===== config.mk =====
export PLATFORM = sky130hd
export DESIGN_NAME = gray_counter
export DESIGN_NICKNAME = d
export VERILOG_FILES = /design/src/rtl/gray_pkg.sv /design/src/rtl/gray_next.sv /design/src/rtl/gray_counter.sv
export SDC_FILE = /design/constraint.sdc
export NUM_CORES = 1
export LEC_CHECK = 0
export ABC_AREA = 1
export BUFFER_PORTS_ARGS = -buffer_cell sky130_fd_sc_hd__buf_2
export CORE_AREA = 2 2 39 41
export CTS_CLUSTER_SIZE = 8
export DETAILED_ROUTE_END_ITERATION = 10
export DIE_AREA = 0 0 41 43
export GPL_ROUTABILITY_DRIVEN = 0
export HOLD_SLACK_MARGIN = 0.02
export SLEW_MARGIN = 5
export SYNTH_ARGS = -nofsm -noshare
export SYNTH_HDL_FRONTEND = slang
export SYNTH_SLANG_ARGS = --single-unit
export TNS_END_PERCENT = 100

===== constraint.sdc =====
create_clock -name i_clk -period 1.9 [get_ports i_clk]
set_input_delay 0.095 -clock i_clk [delete_from_list [all_inputs] [get_ports i_clk]]
set_output_delay 0.095 -clock i_clk [all_outputs]
set_load 0.05 [all_outputs]

===== src/rtl/gray_pkg.sv =====
// Shared Gray-code helpers and width bounds for gray_counter and its consumers.
package gray_pkg;

    localparam int GRAY_WIDTH_MIN = 2;
    localparam int GRAY_WIDTH_MAX = 32;

    function automatic logic [31:0] bin2gray(input logic [31:0] b);
        return b ^ (b >> 1);
    endfunction

    // Narrower codes are zero-extended, which leaves the prefix XOR unchanged.
    function automatic logic [31:0] gray2bin(input logic [31:0] g);
        logic [31:0] b;
        b[31] = g[31];
        for (int i = 30; i >= 0; i--) begin
            b[i] = b[i + 1] ^ g[i];
        end
        return b;
    endfunction

endpackage


===== src/rtl/gray_next.sv =====
// Combinational next-count and wrap/overflow flag for gray_counter.
// GRAY_COUNTER_SAT_EN makes the count hold at its terminal value instead of wrapping.
module gray_next
    import gray_pkg::*;
#(
    parameter int WIDTH = 2
) (
    input  logic [WIDTH-1:0] bin,
    input  logic             down,
    input  logic             en,
    output logic [WIDTH-1:0] next_bin,
    output logic             wrap
);

    logic [WIDTH:0]   up_sum;
    logic [WIDTH:0]   dn_diff;
    logic [WIDTH-1:0] step_bin;
    logic             edge_hit;

    // The extra top bit is the carry (up) or borrow (down); it only feeds the flag.
    assign up_sum   = {1'b0, bin} + {{WIDTH{1'b0}}, 1'b1};
    assign dn_diff  = {1'b0, bin} - {{WIDTH{1'b0}}, 1'b1};
    assign edge_hit = down ? dn_diff[WIDTH] : up_sum[WIDTH];
    assign step_bin = down ? dn_diff[WIDTH-1:0] : up_sum[WIDTH-1:0];

`ifdef GRAY_COUNTER_SAT_EN
    function automatic logic [WIDTH-1:0] saturate(input logic [WIDTH-1:0] cur,
                                                  input logic [WIDTH-1:0] stepped,
                                                  input logic             at_edge);
        return at_edge ? cur : stepped;
    endfunction
`endif

    always_comb begin
        next_bin = bin;
        wrap     = 1'b0;
        if (en) begin
`ifdef GRAY_COUNTER_SAT_EN
            next_bin = saturate(bin, step_bin, edge_hit);
`else
            next_bin = step_bin;
`endif
            wrap = edge_hit;
        end
    end

endmodule


===== src/rtl/gray_counter.sv =====
// Parametrised up/down Gray counter with clear, load and registered wrap pulse.
// Define GRAY_COUNTER_SAT_EN for saturating mode (o_wrap then flags an overflow attempt).
module gray_counter
    import gray_pkg::*;
#(
    parameter int          WIDTH     = 2,
    parameter int unsigned RESET_VAL = 0
) (
    input  logic             i_clk,
    input  logic             i_rst,
    input  logic             i_clear,
    input  logic             i_load,
    input  logic [WIDTH-1:0] i_load_val,
    input  logic             i_en,
    input  logic             i_down,
    output logic [WIDTH-1:0] o_gray,
    output logic [WIDTH-1:0] o_bin,
    output logic             o_wrap
);

    if (WIDTH < GRAY_WIDTH_MIN || WIDTH > GRAY_WIDTH_MAX) begin : g_bad_width
        $error("gray_counter: WIDTH out of range");
    end
    if (64'(RESET_VAL) >= (64'd1 << WIDTH)) begin : g_bad_reset
        $error("gray_counter: RESET_VAL does not fit in WIDTH bits");
    end

    function automatic logic [WIDTH-1:0] to_gray(input logic [WIDTH-1:0] b);
        return WIDTH'(bin2gray(32'(b)));
    endfunction

    localparam logic [WIDTH-1:0] RST_BIN  = WIDTH'(RESET_VAL);
    localparam logic [WIDTH-1:0] RST_GRAY = WIDTH'(bin2gray(32'(RESET_VAL)));

    logic [WIDTH-1:0] bin_q;
    logic [WIDTH-1:0] gray_q;
    logic             wrap_q;
    logic [WIDTH-1:0] step_bin;
    logic             step_wrap;

    gray_next #(
        .WIDTH(WIDTH)
    ) u_next (
        .bin     (bin_q),
        .down    (i_down),
        .en      (i_en),
        .next_bin(step_bin),
        .wrap    (step_wrap)
    );

    // Gray is encoded from the next binary value, never decoded from bin_q,
    // so o_gray is a clean flop output with exactly one bit moving per step.
    always_ff @(posedge i_clk or posedge i_rst) begin
        if (i_rst) begin
            bin_q  <= RST_BIN;
            gray_q <= RST_GRAY;
            wrap_q <= 1'b0;
        end else if (i_clear) begin
            bin_q  <= '0;
            gray_q <= '0;
            wrap_q <= 1'b0;
        end else if (i_load) begin
            bin_q  <= i_load_val;
            gray_q <= to_gray(i_load_val);
            wrap_q <= 1'b0;
        end else if (i_en) begin
            bin_q  <= step_bin;
            gray_q <= to_gray(step_bin);
            wrap_q <= step_wrap;
        end else begin
            wrap_q <= 1'b0;
        end
    end

    assign o_bin  = bin_q;
    assign o_gray = gray_q;
    assign o_wrap = wrap_q;

endmodule


After elaboration in Yosys (flattened, before gate mapping)

Index checks and enable logic that the tools add are counted.
W data, S select, Z words.

Latch bits: 0
Bits in registers: 5
ROM bits: 0
Output and inout port bits: 5
Memories: 0
RAM bits: 0
Word-level logic and storage cells: 20

Reductions and logical operators: 1
Div/mod/pow operators: 0
Shift-type cells: 0
Mux-type cells: 12
Bitwise operators: 2
Add/subtract/negate cells: 2
Magnitude comparators: 0
$mul: 0
Eq/ne operators: 0

Operators with widths:

| operator              | count |
|---|---|
| $mux W2               | 8 |
| $mux W1               | 4 |
| $xor A2 B1 Y2         | 2 |
| $add A2 B1 Y3 const B | 1 |
| $reduce_bool A3 Y1    | 1 |
| $sub A2 B1 Y3 const B | 1 |

Depth between registers and ports, before layout

Gate-level depths: netlist of run 1.

Word-level depth: 7
Mapped depth: 9

Cells and area by module

From an unflattened synthesis of run 1, not the netlist that was laid out.

Cells, all modules: 50
Area, all modules: 317.8 µm²

Modules (own cells, without submodules):

| module       | cells each | seq. area each (µm²) | instances | area an instance (µm²) |
|---|---|---|---|---|
| gray_counter | 35         | 100.1                | 1         | 234.0 |
| gray_next    | 15         | 0.0                  | 1         | 83.8 |

Least setup slack after synthesis of run 1

Ideal clock, no wire load.

Path kind: flip-flop to flip-flop
Start: register bin_q[0], in the netlist o_bin[0]
End: register gray_q[0], in the netlist o_gray[0]
Cell stages (with the launch flop): 10
Library setup time: 118 ps
Arrival: 1476 ps
Clock period less this slack: 1595 ps
Buffers on the path: 0
Path slack: 305 ps
Required time: 1782 ps
Cells stage by stage: dfrtp_1 > inv_1 > ha_1 > inv_1 > nand2_1 > nand3_1 > nand2_1 > nand2_1 > nand3_1 > nand2_1

Word-level cells in the longest chain between the ends: 7
Elaborated cells on any way between the ends: 8
Classes of those cells: 2 x add/sub; 5 x mux; 1 x bitwise

Ends and longest elaborated chain:

| what                                                  | RTL line                         | RTL |
|---|---|---|
| from (decl)                                           | gray_counter.sv:35               | `logic [WIDTH-1:0] bin_q;` |
| from (signal assigned)                                | gray_counter.sv:63               | `bin_q <= i_load_val;` |
| from (signal assigned)                                | gray_counter.sv:67               | `bin_q <= step_bin;` |
| $add A2 B1 Y3 / $sub A2 B1 Y3 (equally long branches) | gray_next.sv:21, gray_next.sv:22 |  |
| $mux W2                                               | gray_next.sv:24                  | `assign step_bin = down ? dn_diff[WIDTH-1:0] : up_sum[WIDTH-1:0];` |
| $mux W2 (*)                                           | gray_next.sv:37                  | `if (en) begin` |
| $xor A2 B1 Y2 (*)                                     | gray_pkg.sv:8                    | `return b ^ (b >> 1);` |
| $mux W2 (*)                                           | gray_counter.sv:66               | `end else if (i_en) begin` |
| $mux W2 (*)                                           | gray_counter.sv:62               | `end else if (i_load) begin` |
| $mux W2 (*)                                           | gray_counter.sv:58               | `end else if (i_clear) begin` |
| to (signal assigned)                                  | gray_counter.sv:64               | `gray_q <= to_gray(i_load_val);` |
| to (signal assigned)                                  | gray_counter.sv:68               | `gray_q <= to_gray(step_bin);` |
| to (decl)                                             | gray_counter.sv:36               | `logic [WIDTH-1:0] gray_q;` |

Mark *: on every way between the ends. The rest lies on a longest branch, timed or not. The select of a mux whose other input is x is not followed.
A chain may end at the register's enable or synchronous reset.

Worst setup path after layout of run 1

Start: register bin_q[1], in the netlist o_bin[1]
End: register gray_q[0], in the netlist o_gray[0]

Same word-level chain as after synthesis.

==> results by stage, run 1 <==
Final layout:
- After routing the design area is 424 µm².
- The count of filler cells inserted in the layout is 156.
- The repair_antennas step left the layout with diodes totalling 0.
- The combined area of the multi-input logic cells is 174 µm².
- After the last flow step, the layout net total stands at 78.
- From synthesis to final layout, the design area changed by 32.9%.
- In the final layout, the share of cells above drive strength 1 is 28.8%.
- The final core utilization is 30.7%.
- The sequential cells in the finished layout cover a total of 100 µm².

Critical path:
- The signal arrival time at the worst endpoint is 1440 ps.
- Setup slack on the worst reg-to-reg path comes out at 570 ps.
- The endpoint identified for the worst register-to-register timing path is o_gray[0]$_DFFE_PP0P_.
- STA classifies the critical path startpoint as a register.
- Walking the worst path, the cells encountered are inv_1, ha_1, inv_1, nand2_1, nand3_1, nand2_1, nand2_1, nand3_1, nand2_1.
- STA classifies the critical path endpoint as a register.
- The setup path with the least slack is of type reg2reg.
- Counting cells, the worst reg-to-reg path comes to 9.
- The largest single stage delay on the critical path is 390 ps.
- STA puts the critical path data required time at 2020 ps.
- The startpoint of the worst-slack reg-to-reg timing path is o_bin[1]$_DFFE_PP0P_.
- Tracing the worst setup path back leads to its startpoint at o_bin[1]$_DFFE_PP0P_.
- Of all nets on the critical path, the largest fanout is 5.
- The cell that appears most often on the critical path is sky130_fd_sc_hd__nand2_1.
- The capture point of the critical path is o_gray[0]$_DFFE_PP0P_.
- The cell with the largest stage delay on the worst path is sky130_fd_sc_hd__dfrtp_1.

Logic synthesis:
- The per-instance average area after synthesis is 6.26 µm².
- The share of the Yosys chip area taken by registers is 31.4%.
- The fraction of registers with async set or reset after synthesis is 100%.
- The synthesized design devotes to its leading area cell type 31.4% of total area.
- The summed instance area of the synthesized netlist is 319 µm².
- The multiplexer fraction of the synthesized cell area is 0%.
- In this run, synthesis inferred 0 flip-flops with an integrated enable.
- The count of mapped cells out of synthesis is 51.
- Summed over all instances, the cell type with the most area after synthesis is sky130_fd_sc_hd__dfrtp_1.
- The post-synthesis share of cell area spent on full adders, half adders and majority gates is 7.84%.
- Counting distinct cell types in the post-synthesis netlist gives 14.
- Of the total synthesized cell area, the portion taken by AND, OR, NAND and NOR gates is 40.0%.
- The complex-gate fraction of the synthesized area is 6.67%.
- The leading cell type by number of instances after synthesis is sky130_fd_sc_hd__nand2_1.
- Summing the areas of all xor and xnor instances in the mapped netlist gives 0% of the synthesized area.
- Yosys attributes the largest share of cell area to sky130_fd_sc_hd__dfrtp_1 31%, sky130_fd_sc_hd__nand2_1 20%, sky130_fd_sc_hd__inv_1 8.2%.
- For this run, the leading register cell type out of synthesis is sky130_fd_sc_hd__dfrtp_1.
- Ranked by instance count, the synthesized netlist is headed by 17 x sky130_fd_sc_hd__nand2_1, 7 x sky130_fd_sc_hd__inv_1, 6 x sky130_fd_sc_hd__nor2_1.
- The flop and latch count out of synthesis is 4.
- By area, the combinational part of the netlist is dominated by simple AND/OR/NAND/NOR gates.
- The total of warnings raised by yosys is 0.
- Synthesis produced a netlist with a net count of 61.

Power and ir drop:
- IR analysis of the VDD net gives a maximum drop of 419 µV.
- The analysis attributes to cell leakage a power of 0.254 nW.
- The power per standard cell area is 693 nW/µm².
- The total power of the final layout is 294 µW.

Floorplanning:
- In this run the standard cell core region covers 1380 µm².
- The height of the die is 43 µm.
- The overall die width is 41 µm.
- During I/O placement, the number of pins put on the boundary was 13.
- The total die area is 1760 µm².
- The initial utilization of the core area, before any placement, comes to 23.1%.
- The number of placement rows is 14.

Routing:
- The routed via count is 343.
- The ratio of routed vias to standard cells is 4.18.
- The violation count after the first detailed-route iteration is 6.
- In the final routed layout, each cell accounts on average for 8.07 µm.
- The first detailed-routing pass ran for 2 iterations.
- The total wire length after detailed routing is 662 µm.
- The detail route stage leaves a number of antenna-violating nets equal to 0.
- The number of DRC violations after detailed routing is 0.

Clock tree:
- The clock passes through at most 2 buffers.
- CTS built an H-tree with a depth of 1.
- The buffer cell driving the clock tree root is sky130_fd_sc_hd__clkbuf_4.
- The total clock buffers created by CTS is 3.
- After clock tree synthesis, the setup repair step added 0 buffers.
- The TritonCTS clock tree is done.
- The clock latency at the later pin of the worst-skew pair is 230 ps.
- The total number of clock tree sinks is 4.
- Clock-pin slew was measured on the worst setup and hold paths at 30 ps.

Placed design:
- Once placement finished, the instance area stood at 392 µm².
- In this run the tool buffered the top-level ports with 12 buffer cells.
- The sum of net half-perimeters after detailed placement is 558 µm.

STA:
- The post-route clock period utilization is 69.8%.
- Setup repair after global routing left no endpoint under its margin.
- The final sum of negative setup slack is 0 ps.
- The worst path in the final design needs a cycle of 1330 ps, including I/O delays and setup.
- The clock arrives with 0.873 ps of skew.
- The max-slew violation count was 0.
- The hold violation total from the final report is 0.
- The relative slew slack is 83.1%.
- Based on the critical path, the design can be clocked at up to 0.754 GHz.
- The setup-violating endpoint count in the final report is 0.
- On the final layout, the worst hold slack is 85.0 ps.
- For the pin with the worst max-slew slack, the measured transition is 256 ps.

Run status:
- The flow ran to the end, and the final reports show no timing, DRC or antenna violations.

Global routing:
- The total grt overflow is 0.
- The initial antenna violation count is 0.
- The first-pass GRT wire length is 1.34 mm.
- Global routing used 11.2% of the available tracks.
- The via count of the first global-routing pass is 355.
- The maximum number of pins on one net before global-route repair is 8.

Flow run:
- Across the run, the number of max-cap violations was 0.

Worst hold path:
- In this run the worst hold path is classified as in2reg.
==> cells by family after synthesis <==
kind of cell	count (synthesis)
AND/OR/NAND/NOR	31
buffers and inverters	11
flip-flops	4
AO/OA/AOI/OAI	3
adder cells (fa/ha/maj)	2
==> how the worst min path moves through the flow <==
stage | startpoint | endpoint | slack, ps | cells past startpoint
3_3_place_gp | i_rst | o_gray[0]$_DFFE_PP0P_ | -20 | 2
3_5_place_dp | i_rst | o_wrap$_DFF_PP0_ | -20 | 2
5_1_grt | i_clear | o_bin[1]$_DFFE_PP0P_ | 100 | 2
6_report | i_clear | o_bin[1]$_DFFE_PP0P_ | 80 | 2
4_1_cts | i_clear | o_bin[1]$_DFFE_PP0P_ | 80 | 2
2_1_floorplan | i_rst | o_bin[0]$_DFFE_PP0P_ | -140 | 1
==> timing repair <==
action                                 in CTS  in global routing
gates resized for setup                     0                  0
hold buffers                                1                  0
endpoints found under the hold margin       4                  0
==> cell type report <==
cell class	count	area share [%]
Clock buffer	3	5.31
Inverter	10	8.85
Multi-Input combinational cell	36	41.0
Sequential cell	4	23.6
Tap cell	16	4.72
Timing Repair Buffer	13	16.5
==> worst max-delay path: cells and delay by family (launching register included) <==
kind / cells / cell delay, ps
adders and majority gates: 1 / 310
and+or+nand+nor: 6 / 380
DFF: 1 / 390
buffers and inverters: 2 / 130
==> per-stage QoR <==
step | setup slack (ps) | instances
after floorplan | 305 | 51
after global placement | 554 | 78
after detailed placement | 559 | 78
after CTS | 553 | 82
after global routing | 424 | 82
final | 574 | 82
==> state kept, by name, indices dropped and copies added (netlist names) <==
name	count
o_bin	2
o_gray	1
o_wrap	1
==> cells in the final DEF (no fill, tap or decap), drive strengths merged <==
| master | Yosys | final |
|---|---|---|
| clkbuf | 0 | 3 |
| nor2 | 6 | 6 |
| a21oi | 2 | 2 |
| nand3 | 5 | 5 |
| dlygate4sd3 | 0 | 1 |
| inv | 9 | 9 |
| buf | 1 | 12 |
| ha | 2 | 2 |
| a211oi | 1 | 1 |
| nor3 | 2 | 2 |
| dfrtp | 4 | 4 |
| clkinv | 1 | 1 |
| nand2 | 18 | 18 |
==> routing by layer <==
layer | vias to the layer above | part of all wire, % | global-route usage [%]
li1 | 187 | - | -
met1 | 144 | 43 | 14.7
met2 | 10 | 46 | 14.4
met3 | 2 | 8.6 | 4.19
met4 | 0 | 1.7 | 8.00
met5 | - | 0 | 0
==> power by group <==
group / total, mW / switching, mW / internal, mW / leakage (nW)
Sequential: 0.0966 / 0.00477 / 0.0918 / 0.0523
Combinational: 0.0979 / 0.0677 / 0.0302 / 0.187
Clock: 0.0996 / 0.0293 / 0.0703 / 0.0138
(Power assumes the default switching activity.)
==> run 2: changes to the inputs <==
--- a/config.mk
+++ b/config.mk
@@ -5,7 +5,7 @@
 export SDC_FILE = /design/constraint.sdc
 export NUM_CORES = 1
 export LEC_CHECK = 0
-export ABC_AREA = 1
+export ABC_AREA = 0
 export BUFFER_PORTS_ARGS = -buffer_cell sky130_fd_sc_hd__buf_2
 export CORE_AREA = 2 2 39 41
 export CTS_CLUSTER_SIZE = 8
==> constraint.sdc (replaced) <==
create_clock -name i_clk -period 1.2 [get_ports i_clk]
set_input_delay 0.06 -clock i_clk [delete_from_list [all_inputs] [get_ports i_clk]]
set_output_delay 0.06 -clock i_clk [all_outputs]
set_load 0.05 [all_outputs]
==> run 2 against run 1 <==
Against the previous run: the flow now finishes with violations (setup timing); synthesized area down 17%; critical path depth fell by 4; non-clock buffer count grew 3; critical path type unchanged; worst hold slack worse by 8.7 ps; first-iteration DRC count shrank 83%; maximum frequency rose by 4.1%; design area up 1.8%.
==> results by stage, run 2 <==
Run status:
- The flow ran to the end, but the final reports show violations.
- The checks that failed: setup timing.

Global routing:
- Global routing used 7.98% of the available tracks across all layers.
- met2 is the most crowded layer.
- Global routing consumed, on the met2 layer, 10.9% of the routing resources.
- The first-pass GRT wire length is 897 µm.
- Global routing used 1.57% of the available met3 tracks.
- For this run, global-route usage on met1 was measured as 9.51%.
- The via count of the first global-routing pass is 249.
- Global routing finished with a remaining overflow of 0.
- The initial antenna violation count is 0.
- Entering global routing, the biggest net connects 8 pins.

Critical path:
- STA classifies the critical path startpoint as a register.
- Counting both buffers and inverters, the worst setup path holds a total of 1.
- The kind of capture point of the worst setup path is a register.
- The category of cells accounting for the largest share of critical-path delay is flip-flops.
- The critical path start-end classification is reg2reg.
- The critical path starts at o_bin[0]$_DFFE_PP0P_.
- The slowest stage of the critical path belongs to the cell sky130_fd_sc_hd__dfrtp_2.
- Along the worst path, the maximum fanout reaches 3.
- The total number of cells along the worst setup path is 5.
- The critical path data required time is 1340 ps.
- The highest cell delay on the worst timing path is 400 ps.
- The critical path ends at o_gray[0]$_DFFE_PP0P_.
- In this run the register-to-register setup slack is -70 ps.
- The signal arrival time at the worst endpoint is 1410 ps.
- Walking the worst path, the cells encountered are inv_2, ha_4, xnor2_4, and3_1, o31ai_1.
- In this run the critical register-to-register path is captured at o_gray[0]$_DFFE_PP0P_.
- The startpoint of the worst-slack reg-to-reg timing path is o_bin[0]$_DFFE_PP0P_.
- The count of cells along the worst register-to-register path is 5.

Placed design:
- The count of buffers added on input and output ports is 12.
- The sum of net half-perimeters after detailed placement is 449 µm.
- Once placement finished, the instance area stood at 374 µm².
- The count of placed standard cells including taps is 57.

Logic synthesis:
- For this run, the register share of the synthesized area comes to 37.9%.
- In the synthesized netlist, the cells that appear most often are 4 x sky130_fd_sc_hd__dfrtp_1, 4 x sky130_fd_sc_hd__nor2_1, 3 x sky130_fd_sc_hd__inv_1.
- The count of mapped cells out of synthesis is 28.
- The total of warnings raised by yosys is 0.
- After synthesis, the mean cell area works out to 9.43 µm².
- After synthesis, the share of flip-flops with an asynchronous set or reset is 100%.
- The dominant register cell in the synthesized netlist is sky130_fd_sc_hd__dfrtp_1.
- The portion of synthesized cell area occupied by the leading cell type is 37.9%.
- The summed instance area of the synthesized netlist is 264 µm².
- The synthesized design contains 0 enable-type register cells.
- By area the synthesized netlist is led by sky130_fd_sc_hd__dfrtp_1 38%, sky130_fd_sc_hd__ha_1 9.5%, sky130_fd_sc_hd__mux2i_1 7.6%.
- The number of nets produced by synthesis is 38.
- In this run, distinct cell masters in the synthesized netlist total 16.
- In this run, synthesis produced a sequential element count of 4.
- The biggest area contributor in the post-synthesis netlist is sky130_fd_sc_hd__dfrtp_1.

Final layout:
- Leaving out fill and tap cells, the most frequent cells in the layout are 12 x sky130_fd_sc_hd__buf_2, 4 x sky130_fd_sc_hd__nor2_1, 3 x sky130_fd_sc_hd__clkbuf_4.
- The register with the most flip-flops in the layout has 2 of them.
- The cell area after layout is 432 µm².
- The number of antenna diodes in the final layout is 0.
- The finished layout holds 63 standard cells, fillers aside.
- The combined area of the multi-input logic cells is 176 µm².
- The post-route netlist has 51.1% of its cells at a drive strength greater than 1.
- The most common cell after layout, fill and taps aside is sky130_fd_sc_hd__buf_2.
- The count of filler cells inserted in the layout is 144.
- The final layout net count is 58.
- The flip-flop and latch area is 103 µm².
- Relative to the synthesized area, the layout overhead comes to 63.5%.

Clock tree:
- The clock latency at the later pin of the worst-skew pair is 240 ps.
- The tree built by TritonCTS fans out to 4 sinks.
- The buffer cell driving the clock tree root is sky130_fd_sc_hd__clkbuf_4.
- The maximum clock insertion buffer count is 2.
- The total clock buffers created by CTS is 3.
- The clock slew seen by the registers of the worst setup and hold paths is 40 ps.
- The post-CTS setup buffer count is 0.
- The TritonCTS clock tree is done.
- CTS built an H-tree with a depth of 1.

STA:
- Adding up every negative setup slack in the final design gives -131 ps.
- Between clock sinks in the finished design, the worst skew comes to 9.75 ps.
- The max-slew violation count came to 0.
- The hold violation total from the final report is 0.
- On the final layout, the worst hold slack is 76.2 ps.
- The relative slew slack is 83.4%.
- The minimum period implied by the final worst setup slack is 1270 ps.
- The post-route clock period utilization is 106%.
- Derived from the worst setup path, the maximum achievable clock frequency is 0.785 GHz.
- At the pin with the least slew margin, the transition time is 250 ps.
- Setup violations remaining at the end of the flow were counted as 2.
- Setup repair after global routing could not meet its margin everywhere.
- Setup slack on the critical path of the routed design comes to -73.1 ps.

Floorplanning:
- 13 I/O pins were placed.
- The total die area is 1760 µm².
- The initial utilization of the core area, before any placement, comes to 19.1%.
- The height of the die is 43 µm.
- In this run the horizontal extent of the chip is 41 µm.
- The floorplan core area is 1380 µm².
- The number of placement rows is 14.

Routing:
- The total wire length after detailed routing is 570 µm.
- The final route contains 252 vias.
- The ratio of routed vias to standard cells is 4.00.
- In the routed design, unresolved DRC markers number 0.
- The violation count after the first detailed-route iteration is 1.
- The first detailed-routing pass took 4 iterations.
- The post-detailed-route count of antenna-violating nets is 0.
- Dividing the detail-routed wire length by the instance count gives 9.05 µm.

Power and ir drop:
- Summing internal, switching and leakage power gives 518 µW.
- The maximum VDD drop is 394 µV.
- The analysis attributes to cell leakage a power of 0.221 nW.
- In this run the power density over the cells is 1200 nW/µm².

Worst hold path:
- The tightest min-delay check is of the in2reg type.

Flow run:
- The max-capacitance violation count is 0.
## run 2: cell count changes after synthesis, moves of 2 or more
| cell | change |
|---|---|
| sky130_fd_sc_hd__inv_1 | -4 |
| sky130_fd_sc_hd__nand2_1 | -15 |
| sky130_fd_sc_hd__nor3_1 | -2 |
| sky130_fd_sc_hd__mux2i_1 | +2 |
| sky130_fd_sc_hd__nor2_1 | -2 |
| sky130_fd_sc_hd__inv_2 | -2 |
| sky130_fd_sc_hd__xor2_1 | +2 |
| sky130_fd_sc_hd__nand3_1 | -5 |
## run 2: metal layers
metal	wire length (µm)	vias up
met4	16	0
li1	-	130
met2	251	11
met5	0	-
met3	52	2
met1	249	109
## run 2: kinds of logic after synthesis
logic type      Yosys count  synth area share (%)
compound gates            4                  11.4
fa+ha+maj                 2                  9.48
simple gates              9                  16.6
buf+inv                   4                  7.11
mux                       2                  7.58
xor+xnor                  3                  9.95
flops                     4                  37.9
## run 2: repair_timing
action	CTS	global route
pin swaps	0	3
resized for setup	0	1
hold endpoints to repair	6	0
hold buffers	2	0
endpoints found under the setup margin	2	2
## run 2: worst min-delay path, cell delays in order
cell	delay, ps
sky130_fd_sc_hd__buf_2	110
sky130_fd_sc_hd__nand2_1	60
sky130_fd_sc_hd__a21oi_2	50
## run 2: area by class of cell
| cell class | instances | share of cell area (%) |
|---|---|---|
| multi-input cells | 20 | 40.9 |
| flip-flops and latches | 4 | 23.8 |
| repair buffers | 16 | 22.0 |
| clock buffers | 4 | 6.09 |
| well taps | 16 | 4.64 |
| inverters | 3 | 2.61 |
## run 2: power breakdown
group          switching, mW  internal, mW
sequential           0.00584         0.146
combinational          0.102        0.0752
clock                 0.0628         0.125
## run 2: metrics by stage
step	utilization, %	setup slack, ps
finish	31.2	-73.1
global route	31.2	-113
CTS	30.4	-65.1
detailed placement	27.0	-49.5
global placement	27.0	-51.3
floorplan	-	-222
## run 2: how the worst min path moves through the flow
stage	start	to	slack, ps	cells after the start
4_1_cts	i_load_val[1]	o_bin[1]$_DFFE_PP0P_	70	3
3_5_place_dp	i_rst	o_wrap$_DFF_PP0_	-60	2
2_1_floorplan	i_rst	o_gray[0]$_DFFE_PP0P_	-170	1
5_1_grt	i_load_val[1]	o_bin[1]$_DFFE_PP0P_	80	3
3_3_place_gp	i_rst	o_wrap$_DFF_PP0_	-50	2
6_report	i_load_val[1]	o_bin[1]$_DFFE_PP0P_	80	3
==> run 3: changes to the inputs <==
--- a/config.mk
+++ b/config.mk
@@ -7,7 +7,9 @@
 export LEC_CHECK = 0
 export ABC_AREA = 0
 export BUFFER_PORTS_ARGS = -buffer_cell sky130_fd_sc_hd__buf_2
+export CAP_MARGIN = 20
 export CORE_AREA = 2 2 39 41
+export CTS_BUF_LIST = sky130_fd_sc_hd__clkbuf_4
 export CTS_CLUSTER_SIZE = 8
 export DETAILED_ROUTE_END_ITERATION = 10
 export DIE_AREA = 0 0 41 43
==> constraint.sdc (replaced) <==
create_clock -name i_clk -period 1.2 [get_ports i_clk]
set_input_delay 0.06 -clock i_clk [delete_from_list [all_inputs] [get_ports i_clk]]
set_output_delay 0.06 -clock i_clk [all_outputs]
set_load 0.02 [all_outputs]
==> run 3 against run 2 <==
Against the previous run: the flow still finishes with violations (setup timing); power shrank 7.2%; final cell count shrank 1.6%; maximum frequency shrank 1.7%; worst hold slack gained 19 ps; die area is the same; clock-buffer cell count shrank 1; clock power shrank 13%; clock skew shrank 5.6 ps; largest cell class unchanged; largest power group is now combinational logic.
==> results by stage, run 3 (same netlist as run 2, synthesis figures left out) <==
Worst hold path:
- The endpoint of the worst hold path is o_bin[1]$_DFFE_PP0P_.
- The startpoint identified for the worst hold timing path is i_load_val[1].
- The worst min-delay path class is in2reg.
- The number of stages on the worst hold path is 3.

Placed design:
- The count of placed standard cells including taps is 57.
- Input and output buffers added on the ports amount to 12.
- Summing all placed instances gives a cell area of 374 µm².

Routing:
- The violation count after the first detailed-route iteration is 4.
- The number of iterations in the first detailed-routing pass is 4.
- The number of DRC violations after detailed routing is 0.
- The routed via count is 263.
- For this block, the routed nets add up to 651 µm of wire.
- Once detail routing completed, the nets flagged for antenna violations numbered 0.
- The ratio of routed vias to standard cells is 4.24.
- In the final routed layout, each cell accounts on average for 10.5 µm.

Final layout:
- The final layout net count is 58.
- The count of filler cells inserted in the layout is 153.
- The flip-flop count of the largest register, all copies and words added is 2.
- The number of cells in the finished layout apart from fillers is 62.
- The cell area after layout is 452 µm².
- The layout overhead on the synthesized area is 71.1%.
- Leaving out fill and tap cells, the most frequent cells in the layout are 12 x sky130_fd_sc_hd__buf_2, 4 x sky130_fd_sc_hd__nor2_1, 3 x sky130_fd_sc_hd__clkbuf_4.
- Leaving out fill and tap cells, the most frequent cell in the layout is sky130_fd_sc_hd__buf_2.
- In the final layout, the share of cells above drive strength 1 is 58.7%.
- The antenna cell count is 0.
- For this run, the share of the core covered by cells in the final layout is 32.6%.

Critical path:
- The launching element type of the critical path is a register.
- The worst setup path is captured at a register.
- The number of cells on the worst reg-to-reg path is 5.
- For this run, the slowest stage of the critical path takes 400 ps.
- The startpoint identified for the worst register-to-register timing path is o_bin[1]$_DFFE_PP0P_.
- The critical path data required time is 1360 ps.
- The critical path start-end classification is reg2reg.
- The register-to-register path setup slack is -100 ps.
- Along the worst path, the maximum fanout reaches 3.
- The signal arrival time at the worst endpoint is 1450 ps.
- Traced cell by cell, the critical path runs through inv_2, ha_4, xnor2_4, a211o_1, a21oi_2.
- The endpoint identified for the worst register-to-register timing path is o_bin[1]$_DFFE_PP0P_.
- The largest individual stage delay along the critical path comes from the cell sky130_fd_sc_hd__dfrtp_2.

STA:
- The hold violation total from the final report is 0.
- The final sum of negative setup slack is -190 ps.
- The relative slew slack is 78.5%.
- The minimum period implied by the final worst setup slack is 1300 ps.
- Setup repair after global routing could not meet its margin everywhere.
- Setup violations remaining at the end of the flow were counted as 2.
- Hold is met by 94.9 ps.
- The post-route clock period utilization is 108%.
- The transition time of the tightest slew-check pin is 319 ps.
- For this run, the top clock speed supported by timing is 0.772 GHz.
- The clock tree skew after final layout is 4.15 ps.
- The max-slew violation count was 0.
- The worst-case setup margin in the final layout is -95.8 ps.

Clock tree:
- The buffer cell driving the clock tree root is sky130_fd_sc_hd__clkbuf_4.
- The clock latency at the later pin of the worst-skew pair is 230 ps.
- The TritonCTS clock tree is done.
- The clock passes through at most 2 buffers.
- Clock-pin slew was measured on the worst setup and hold paths at 40 ps.
- In this run the number of H-tree levels came out at 1.
- Counting every sink on the clock net gives 4.
- Buffers added to address setup during post-CTS repair amount to 0.
- The total clock buffers created by CTS is 3.

Global routing:
- The maximum number of pins on one net before global-route repair is 8.
- The initial antenna violation count is 0.
- Across every metal layer, demand over resource in global routing totals 8.51%.
- The via count of the first global-routing pass is 256.
- The first-pass GRT wire length is 979 µm.
- For this run the aggregate overflow at the end of global routing stands at 0.

Power and ir drop:
- The maximum VDD drop is 217 µV.
- For this design the static power due to leakage is 0.224 nW.
- Power spread over the standard cell area amounts to 1060 nW/µm².

Floorplanning:
- 13 I/O pins were placed.
- The overall die width is 41 µm.
- The initial cell density of the core is 19.1%.
- The number of placement rows is 14.
- The floorplan core area is 1380 µm².
- The die is 43 µm tall.
- The total die area is 1760 µm².

Run status:
- The run finished, with violations left.
- The final reports fail on setup timing.

Flow run:
- The tool flagged a number of max-cap violations equal to 0.
==> run 3: worst max path at each step <==
stage | startpoint | to | slack [ps] | cells past startpoint
6_report | o_bin[1]$_DFFE_PP0P_ | o_bin[1]$_DFFE_PP0P_ | -100 | 5
3_3_place_gp | o_bin[1]$_DFFE_PP0P_ | o_bin[1]$_DFFE_PP0P_ | -60 | 5
5_1_grt | o_bin[1]$_DFFE_PP0P_ | o_bin[1]$_DFFE_PP0P_ | -140 | 5
4_1_cts | o_bin[1]$_DFFE_PP0P_ | o_gray[0]$_DFFE_PP0P_ | -100 | 5
3_5_place_dp | o_bin[1]$_DFFE_PP0P_ | o_gray[0]$_DFFE_PP0P_ | -90 | 5
2_1_floorplan | o_bin[1]$_DFFE_PP0P_ | o_bin[1]$_DFFE_PP0P_ | -110 | 5
==> run 3: layout make-up <==
| type | instances | area, µm² | area share (%) |
|---|---|---|---|
| Clock buffer | 3 | 22.5 | 4.99 |
| Inverter | 3 | 11.3 | 2.49 |
| Multi-Input combinational cell | 20 | 200 | 44.3 |
| Sequential cell | 4 | 103 | 22.7 |
| Tap cell | 16 | 20.0 | 4.43 |
| Timing Repair Buffer | 16 | 95.1 | 21.1 |
==> run 3: critical path, delay by kind of cell, from the launching register on <==
kind	cells	cell delay [ps]
XOR/XNOR	1	150
flip-flops	1	400
adder cells (fa/ha/maj)	1	210
AO/OA/AOI/OAI	2	400
buffers and inverters	1	70
==> run 3: what timing repair did <==
action | in CTS | in global routing
gates resized for setup | 0 | 5
endpoints found under the hold margin | 5 | 0
setup endpoints to repair | 2 | 2
pin swaps | 0 | 2
hold buffers | 2 | 0
==> run 3: report_power, final <==
part | total (mW) | internal, mW | switching [mW]
clock | 0.163 | 0.112 | 0.0512
sequential | 0.152 | 0.146 | 0.00520
combinational | 0.166 | 0.0824 | 0.0840
==> run 3: per-layer routing <==
metal	global-route usage, %	vias to the layer above	part of all wire (%)
met5	0	-	0
met4	6.00	0	2.6
met3	4.19	2	7.8
met2	14.7	12	57
met1	6.69	118	33
li1	-	131	-
==> run 3: metrics by stage <==
stage               setup WS [ps]  total power, mW
floorplan                    -113            0.238
global placement            -63.2            0.285
detailed placement          -93.2            0.286
CTS                         -98.5            0.460
global route                 -135            0.523
finish                      -95.8            0.481
